===== src/rtl/sound_pkg.sv =====
// Shared types and defaults for the sound generator / measurement blocks.
package sound_pkg;

  localparam int PERIOD_W_DEFAULT = 32;

  typedef enum logic {
    SEARCH = 1'b0,
    LOCKED = 1'b1
  } period_state_t;

endpackage


===== src/rtl/period_detector_if.sv =====
// Sample-stream in / period-report out bundle for period_detector.
interface period_detector_if
  import sound_pkg::*;
#(
  parameter int SAMPLE_W = 32,
  parameter int PERIOD_W = PERIOD_W_DEFAULT
);

  logic                       sample_en;
  logic signed [SAMPLE_W-1:0] sample;
  logic        [PERIOD_W-1:0] period;
  logic                       period_valid;
  logic                       locked;
  logic                       timeout;

  modport master (
    output sample_en, sample,
    input  period, period_valid, locked, timeout
  );

  modport slave (
    input  sample_en, sample,
    output period, period_valid, locked, timeout
  );

endinterface


===== src/rtl/zero_cross_detect.sv =====
// Rising zero-crossing detector with symmetric hysteresis; emits a one-sample
// crossing strobe once the signal has dipped below -HYST and risen to +HYST.
module zero_cross_detect #(
  parameter int SAMPLE_W = 32,
  parameter int HYST     = 64
) (
  input  logic                       clk,
  input  logic                       reset_n,
  input  logic                       i_sample_en,
  input  logic signed [SAMPLE_W-1:0] i_sample,
  input  logic                       i_clear,
  output logic                       o_crossing
);

  localparam logic signed [SAMPLE_W-1:0] HYST_POS = SAMPLE_W'(HYST);
  localparam logic signed [SAMPLE_W-1:0] HYST_NEG = -HYST_POS;

  logic r_armed;
  logic w_below;
  logic w_above;

  assign w_below    = i_sample < HYST_NEG;
  assign w_above    = i_sample >= HYST_POS;
  assign o_crossing = i_sample_en && r_armed && w_above;

  // NOTE: sequential state uses non-blocking assignments so every register
  // samples the pre-edge values regardless of process ordering.
  always_ff @(posedge clk or negedge reset_n) begin
    if (!reset_n) begin
      r_armed <= 1'b0;
    end else if (i_clear) begin
      r_armed <= 1'b0;
    end else if (o_crossing) begin
      r_armed <= 1'b0;
    end else if (i_sample_en && w_below) begin
      r_armed <= 1'b1;
    end
  end

endmodule


===== src/rtl/period_detector.sv =====
// Measures waveform period in enabled samples between rising crossings.
// Define PERIOD_DETECTOR_AVG_EN to report the mean of every 4 measurements.
module period_detector
  import sound_pkg::*;
#(
  parameter int SAMPLE_W   = 32,
  parameter int PERIOD_W   = PERIOD_W_DEFAULT,
  parameter int HYST       = 64,
  parameter int MAX_PERIOD = 1 << 24
) (
  input logic               clk,
  input logic               reset_n,
  period_detector_if.slave  bus
);

  localparam logic [PERIOD_W-1:0] COUNT_LAST = PERIOD_W'(MAX_PERIOD - 1);

  period_state_t       r_state, w_state_next;
  logic [PERIOD_W-1:0] r_count, w_count_next;
  logic [PERIOD_W-1:0] r_period, w_period_next;
  logic                r_period_valid, w_period_valid_next;
  logic                r_locked, w_locked_next;
  logic                r_timeout, w_timeout_next;
  logic                w_crossing;
  logic                w_measure;
  logic                w_lost;

`ifdef PERIOD_DETECTOR_AVG_EN
  logic [PERIOD_W+1:0] r_acc, w_acc_next;
  logic [1:0]          r_idx, w_idx_next;
  logic [PERIOD_W+1:0] w_sum;
`endif

  zero_cross_detect #(
    .SAMPLE_W (SAMPLE_W),
    .HYST     (HYST)
  ) u_zero_cross (
    .clk         (clk),
    .reset_n     (reset_n),
    .i_sample_en (bus.sample_en),
    .i_sample    (bus.sample),
    .i_clear     (w_lost),
    .o_crossing  (w_crossing)
  );

  // NOTE: every signal gets a default before any branch so no path leaves
  // it unassigned, which would otherwise infer a latch.
  always_comb begin
    w_state_next        = r_state;
    w_count_next        = r_count;
    w_period_next       = r_period;
    w_period_valid_next = 1'b0;
    w_locked_next       = r_locked;
    w_timeout_next      = 1'b0;
    w_measure           = 1'b0;
    w_lost              = 1'b0;

    if (bus.sample_en) begin
      case (r_state)
        SEARCH: begin
          if (w_crossing) begin
            w_count_next = PERIOD_W'(1);
            w_state_next = LOCKED;
          end
        end
        LOCKED: begin
          // A crossing on the final count still counts as a measurement.
          if (w_crossing) begin
            w_measure     = 1'b1;
            w_locked_next = 1'b1;
            w_count_next  = PERIOD_W'(1);
          end else if (r_count == COUNT_LAST) begin
            w_lost         = 1'b1;
            w_period_next  = '0;
            w_locked_next  = 1'b0;
            w_timeout_next = 1'b1;
            w_count_next   = '0;
            w_state_next   = SEARCH;
          end else begin
            w_count_next = r_count + PERIOD_W'(1);
          end
        end
        default: w_state_next = SEARCH;
      endcase
    end

`ifdef PERIOD_DETECTOR_AVG_EN
    w_acc_next = r_acc;
    w_idx_next = r_idx;
    w_sum      = r_acc + (PERIOD_W+2)'(r_count);
    if (w_lost) begin
      w_acc_next = '0;
      w_idx_next = '0;
    end else if (w_measure) begin
      if (r_idx == 2'd3) begin
        w_period_next       = w_sum[PERIOD_W+1:2];
        w_period_valid_next = 1'b1;
        w_acc_next          = '0;
        w_idx_next          = '0;
      end else begin
        w_acc_next = w_sum;
        w_idx_next = r_idx + 2'd1;
      end
    end
`else
    if (w_measure) begin
      w_period_next       = r_count;
      w_period_valid_next = 1'b1;
    end
`endif
  end

  always_ff @(posedge clk or negedge reset_n) begin
    if (!reset_n) begin
      r_state        <= SEARCH;
      r_count        <= '0;
      r_period       <= '0;
      r_period_valid <= 1'b0;
      r_locked       <= 1'b0;
      r_timeout      <= 1'b0;
    end else begin
      r_state        <= w_state_next;
      r_count        <= w_count_next;
      r_period       <= w_period_next;
      r_period_valid <= w_period_valid_next;
      r_locked       <= w_locked_next;
      r_timeout      <= w_timeout_next;
    end
  end

`ifdef PERIOD_DETECTOR_AVG_EN
  always_ff @(posedge clk or negedge reset_n) begin
    if (!reset_n) begin
      r_acc <= '0;
      r_idx <= '0;
    end else begin
      r_acc <= w_acc_next;
      r_idx <= w_idx_next;
    end
  end
`endif

  assign bus.period       = r_period;
  assign bus.period_valid = r_period_valid;
  assign bus.locked       = r_locked;
  assign bus.timeout      = r_timeout;

endmodule

===== src/flat_wrapper.sv =====
// flat-port wrapper written by rule: the top's interface ports become plain ports
module period_detector_flat import sound_pkg::*;
#(
  parameter int SAMPLE_W   = 32,
  parameter int PERIOD_W   = PERIOD_W_DEFAULT,
  parameter int HYST       = 64,
  parameter int MAX_PERIOD = 1 << 24
)
  (clk, reset_n, bus_sample_en, bus_sample, bus_period, bus_period_valid, bus_locked, bus_timeout);
  period_detector_if #(.SAMPLE_W(SAMPLE_W), .PERIOD_W(PERIOD_W)) bus_i ();
  input logic clk;
  input logic reset_n;
  input wire logic [$bits(bus_i.sample_en)-1:0] bus_sample_en;
  input wire logic [$bits(bus_i.sample)-1:0] bus_sample;
  output wire logic [$bits(bus_i.period)-1:0] bus_period;
  output wire logic [$bits(bus_i.period_valid)-1:0] bus_period_valid;
  output wire logic [$bits(bus_i.locked)-1:0] bus_locked;
  output wire logic [$bits(bus_i.timeout)-1:0] bus_timeout;
  assign bus_i.sample_en = bus_sample_en;
  assign bus_i.sample = bus_sample;
  assign bus_period = bus_i.period;
  assign bus_period_valid = bus_i.period_valid;
  assign bus_locked = bus_i.locked;
  assign bus_timeout = bus_i.timeout;
  period_detector #(.SAMPLE_W(SAMPLE_W), .PERIOD_W(PERIOD_W), .HYST(HYST), .MAX_PERIOD(MAX_PERIOD)) u_core (.clk(clk), .reset_n(reset_n), .bus(bus_i));
endmodule

===== config.mk =====
export PLATFORM = sky130hd
export DESIGN_NAME = period_detector_flat
export DESIGN_NICKNAME = d
export VERILOG_FILES = /design/src/rtl/sound_pkg.sv /design/src/rtl/period_detector_if.sv /design/src/rtl/zero_cross_detect.sv /design/src/rtl/period_detector.sv /design/src/flat_wrapper.sv
export SDC_FILE = /design/constraint.sdc
export NUM_CORES = 1
export LEC_CHECK = 0
export BUFFER_PORTS_ARGS = -buffer_cell sky130_fd_sc_hd__buf_2
export CAP_MARGIN = 10
export CORE_UTILIZATION = 40
export CTS_CLUSTER_SIZE = 16
export DETAILED_ROUTE_END_ITERATION = 16
export SETUP_SLACK_MARGIN = 0.3
export SLEW_MARGIN = 20
export SYNTH_ARGS = -nofsm -noshare
export SYNTH_HDL_FRONTEND = slang
export SYNTH_SLANG_ARGS = --single-unit

===== constraint.sdc =====
create_clock -name clk -period 3 [get_ports clk]
set_input_delay 0.3 -clock clk [delete_from_list [all_inputs] [get_ports clk]]
set_output_delay 0.3 -clock clk [all_outputs]
set_load 0.02 [all_outputs]

==> impl_metrics.ini <==
[synth]
yosysSeqAreaShare_pct = 52.7
syn_inst = 311
synth_fp_nets = 347
avgSynthCellArea_um2 = 10.5
ys_seq_elements = 69
ys_types = 43
syn_area_um2 = 3280
yosysWarningCount = 0

[drt]
postRouteAntennaNets = 0
drt_first_iter_violations = 132
wl_per_cell_um = 15.6
avgViaCountPerCell = 5.45
drt-total-wl_mm = 7.54
num_vias = 2631
drt_pass1_iterations = 4
drc = 0

[final_layout]
layout.nets = 412
drive_gt1_share_pct = 24.1
final_cell_mix = dfrtp_1 (69), buf_2 (63), nor2_1 (33), a22o_1 (32), nand2_1 (24)
fillers = 764
antenna_cells = 0
final_common_cell = dfrtp_1
final_area_um2 = 3900
layout-area-overhead-vs-synth_pct = 18.9

[timing]
relSlewSlack_pct = 64.7
finalCriticalPeriod_ns = 2.34
finalMaxSlewViolations = 0
fmaxAchievable_mhz = 428
holdWs_ns = 0.257
setup_ws_ns = 0.663
hold_viol_final = 0
rsz0062_at_grt = no
worst_slew_pin_slew_ns = 0.529
fin_tns_setup_ns = 0
fin_worst_skew_ns = 0.0100
finalCritPeriodShare_pct = 77.9
finalSetupViolations = 0

[run]
maxCapViolCount = 0

[critical_path]
endpoint_kind = register
cp_slowest_cell = or4_4
critical_path.max_fanout = 33
crit_chain = nand4_1 -> or4_4 -> nor4_4 -> o21ai_4 -> buf_4 -> a22o_1
critPathArrivalTime_ns = 2.57
path_buf_inv = 1
setup.worst_path.class = reg2reg
critPathMaxStageDelay_ns = 0.64
cp-start-kind = register
crit_required_ns = 3.23
cp_top_family = simple AND/OR/NAND/NOR gates

[hold_path]
hold_class = in2reg

[grt]
grt_pass1_vias = 2666
overflow = 0
antenna_found_initial = 0
grt_max_degree = 57
grt_use_total_pct = 19.7
grt_pass1_wl_mm = 13.2

[clock_network]
cts_buffers = 9
cts_sinks = 69
cts_tree = yes
cts_root_buffer = clkbuf_8
clk-insertion-delay-late_ns = 0.35
cts.path.max_buffers = 2
clk_pin_slew_worst_paths_ns = 0.07
cts_resized = 0
h-tree-depth = 3

[die]
dieArea_um2 = 8560
ios = 70
core_um2 = 7850
dieHeight_um = 92.5
die_x_um = 92.5
start_util_pct = 41.8
rows = 32

[placed_design]
place_ws_ns = 0.604
place.gp.congestion = 0.823
port_buffers = 63
place_area_um2 = 3680
dpl.hpwl_mm = 5.15

[power_and_ir_drop]
ir_worst_vdd_uv = 283
total_leakage_power_nw = 1.83
powerDensity_nw_per_um2 = 557

[run_status]
run_status = finished clean
## cell type report
type                            instances  area [µm²]  area share, %
Timing Repair Buffer                   72         398           10.2
Inverter                                4        15.0          0.385
Clock inverter                          5        58.8           1.51
Clock buffer                           11         151           3.88
Sequential cell                        69        1730           44.3
Tap cell                              102         128           3.27
Multi-Input combinational cell        220        1420           36.5
## final timing paths
path                                   startpoint                           to  slack, ns  cells after the start
worst max-delay path            u_core.r_count[9]         u_core.bus.period[1]       0.66                      6
worst max register to register  u_core.r_count[9]         u_core.bus.period[1]       0.66                      6
max in group asynchronous                 reset_n            u_core.r_count[6]       2.03                      3
min in group asynchronous                 reset_n        u_core.bus.period[29]       0.37                      2
worst min register to register  u_core.bus.locked            u_core.bus.locked       0.47                      1
worst min-delay path               bus_sample[31]  u_core.u_zero_cross.r_armed       0.26                      3
## worst register-to-register path: stages, from the launching register on
cell	delay [ns]
dfrtp_1	0.47
nand4_1	0.18
or4_4	0.64
nor4_4	0.38
o21ai_4	0.06
buf_4	0.25
a22o_1	0.23
## per-layer routing
metal  vias to the layer above  wire, µm  track usage (%)
met1                      1286      3660             25.4
met4                         0        70             5.08
met3                         8       243             5.75
met5                         -         0                0
met2                        48      3570             32.3
li1                       1289         -                -
## cell families after synthesis
family / synth area share (%)
compound gates: 14.2
xor+xnor: 6.14
fa+ha+maj: 0.381
buf+inv: 4.01
flops: 52.7
simple gates: 22.6
## through the flow
stage          utilization (%)  cells  power [mW]
4_1_cts                   49.7    483        2.20
3_5_place_dp              46.9    466        1.40
2_1_floorplan                -    311        1.26
3_3_place_gp              46.9    466        1.39
5_1_grt                   49.7    483        2.28
6_report                  49.7    483        2.17
## where the power goes
group | leakage, nW | switching, mW | internal, mW
registers | 0.924 | 0.0536 | 1.00
logic | 0.802 | 0.203 | 0.122
clock network | 0.102 | 0.364 | 0.429
## registers in the layout, indices dropped and copies added (netlist names)
signal                       cells
u_core.bus.period               32
u_core.r_count                  32
u_core.bus.locked                1
u_core.bus.period_valid          1
u_core.bus.timeout               1
u_core.r_state                   1
u_core.u_zero_cross.r_armed      1
## timing repair
| action | 4_1_cts | 5_1_grt |
|---|---|---|
| hold buffers | 1 | 0 |
| endpoints found under the hold margin | 13 | 0 |
| buffers inserted | 0 | 0 |
## cells in the mapped netlist
| cell | n | share of area [%] |
|---|---|---|
| dfrtp_1 | 69 | 53 |
| nor2_1 | 33 | 3.8 |
| a22o_1 | 32 | 8.5 |
| nand2_1 | 24 | 2.7 |
| nor4_1 | 18 | 3.4 |
| nand4_1 | 17 | 3.2 |
| xnor2_1 | 15 | 4.0 |
| nand3_1 | 11 | 1.7 |
| nor3_1 | 9 | 1.4 |
| xor2_1 | 8 | 2.1 |
| buf_2 | 6 | 0.92 |
| a21oi_1 | 5 | 0.76 |
| and3_1 | 5 | 0.95 |
| clkbuf_1 | 5 | 0.57 |
| a21o_1 | 4 | 0.92 |
| and2_1 | 4 | 0.76 |
| buf_6 | 4 | 1.4 |
| inv_1 | 4 | 0.46 |
| o31ai_1 | 4 | 0.92 |
| buf_4 | 3 | 0.69 |
| nor3b_1 | 3 | 0.69 |
| o21ai_0 | 3 | 0.46 |
| a22oi_1 | 2 | 0.46 |
| o22ai_1 | 2 | 0.38 |
| o31a_1 | 2 | 0.53 |
| or3_1 | 2 | 0.38 |
| a311oi_1 | 1 | 0.27 |
| a31oi_1 | 1 | 0.19 |
| and3b_1 | 1 | 0.27 |
| and4_1 | 1 | 0.27 |
| and4bb_2 | 1 | 0.38 |
| ha_1 | 1 | 0.38 |
| nand2b_1 | 1 | 0.19 |
| nand3b_1 | 1 | 0.23 |
| nand4b_1 | 1 | 0.27 |
| nor3_2 | 1 | 0.31 |
| nor4_4 | 1 | 0.65 |
| o21ai_4 | 1 | 0.50 |
| o41ai_1 | 1 | 0.27 |
| or2_1 | 1 | 0.19 |
| or3b_1 | 1 | 0.27 |
| or4_1 | 1 | 0.23 |
| or4_4 | 1 | 0.34 |
No activity file was read; power rests on OpenSTA's default activity.
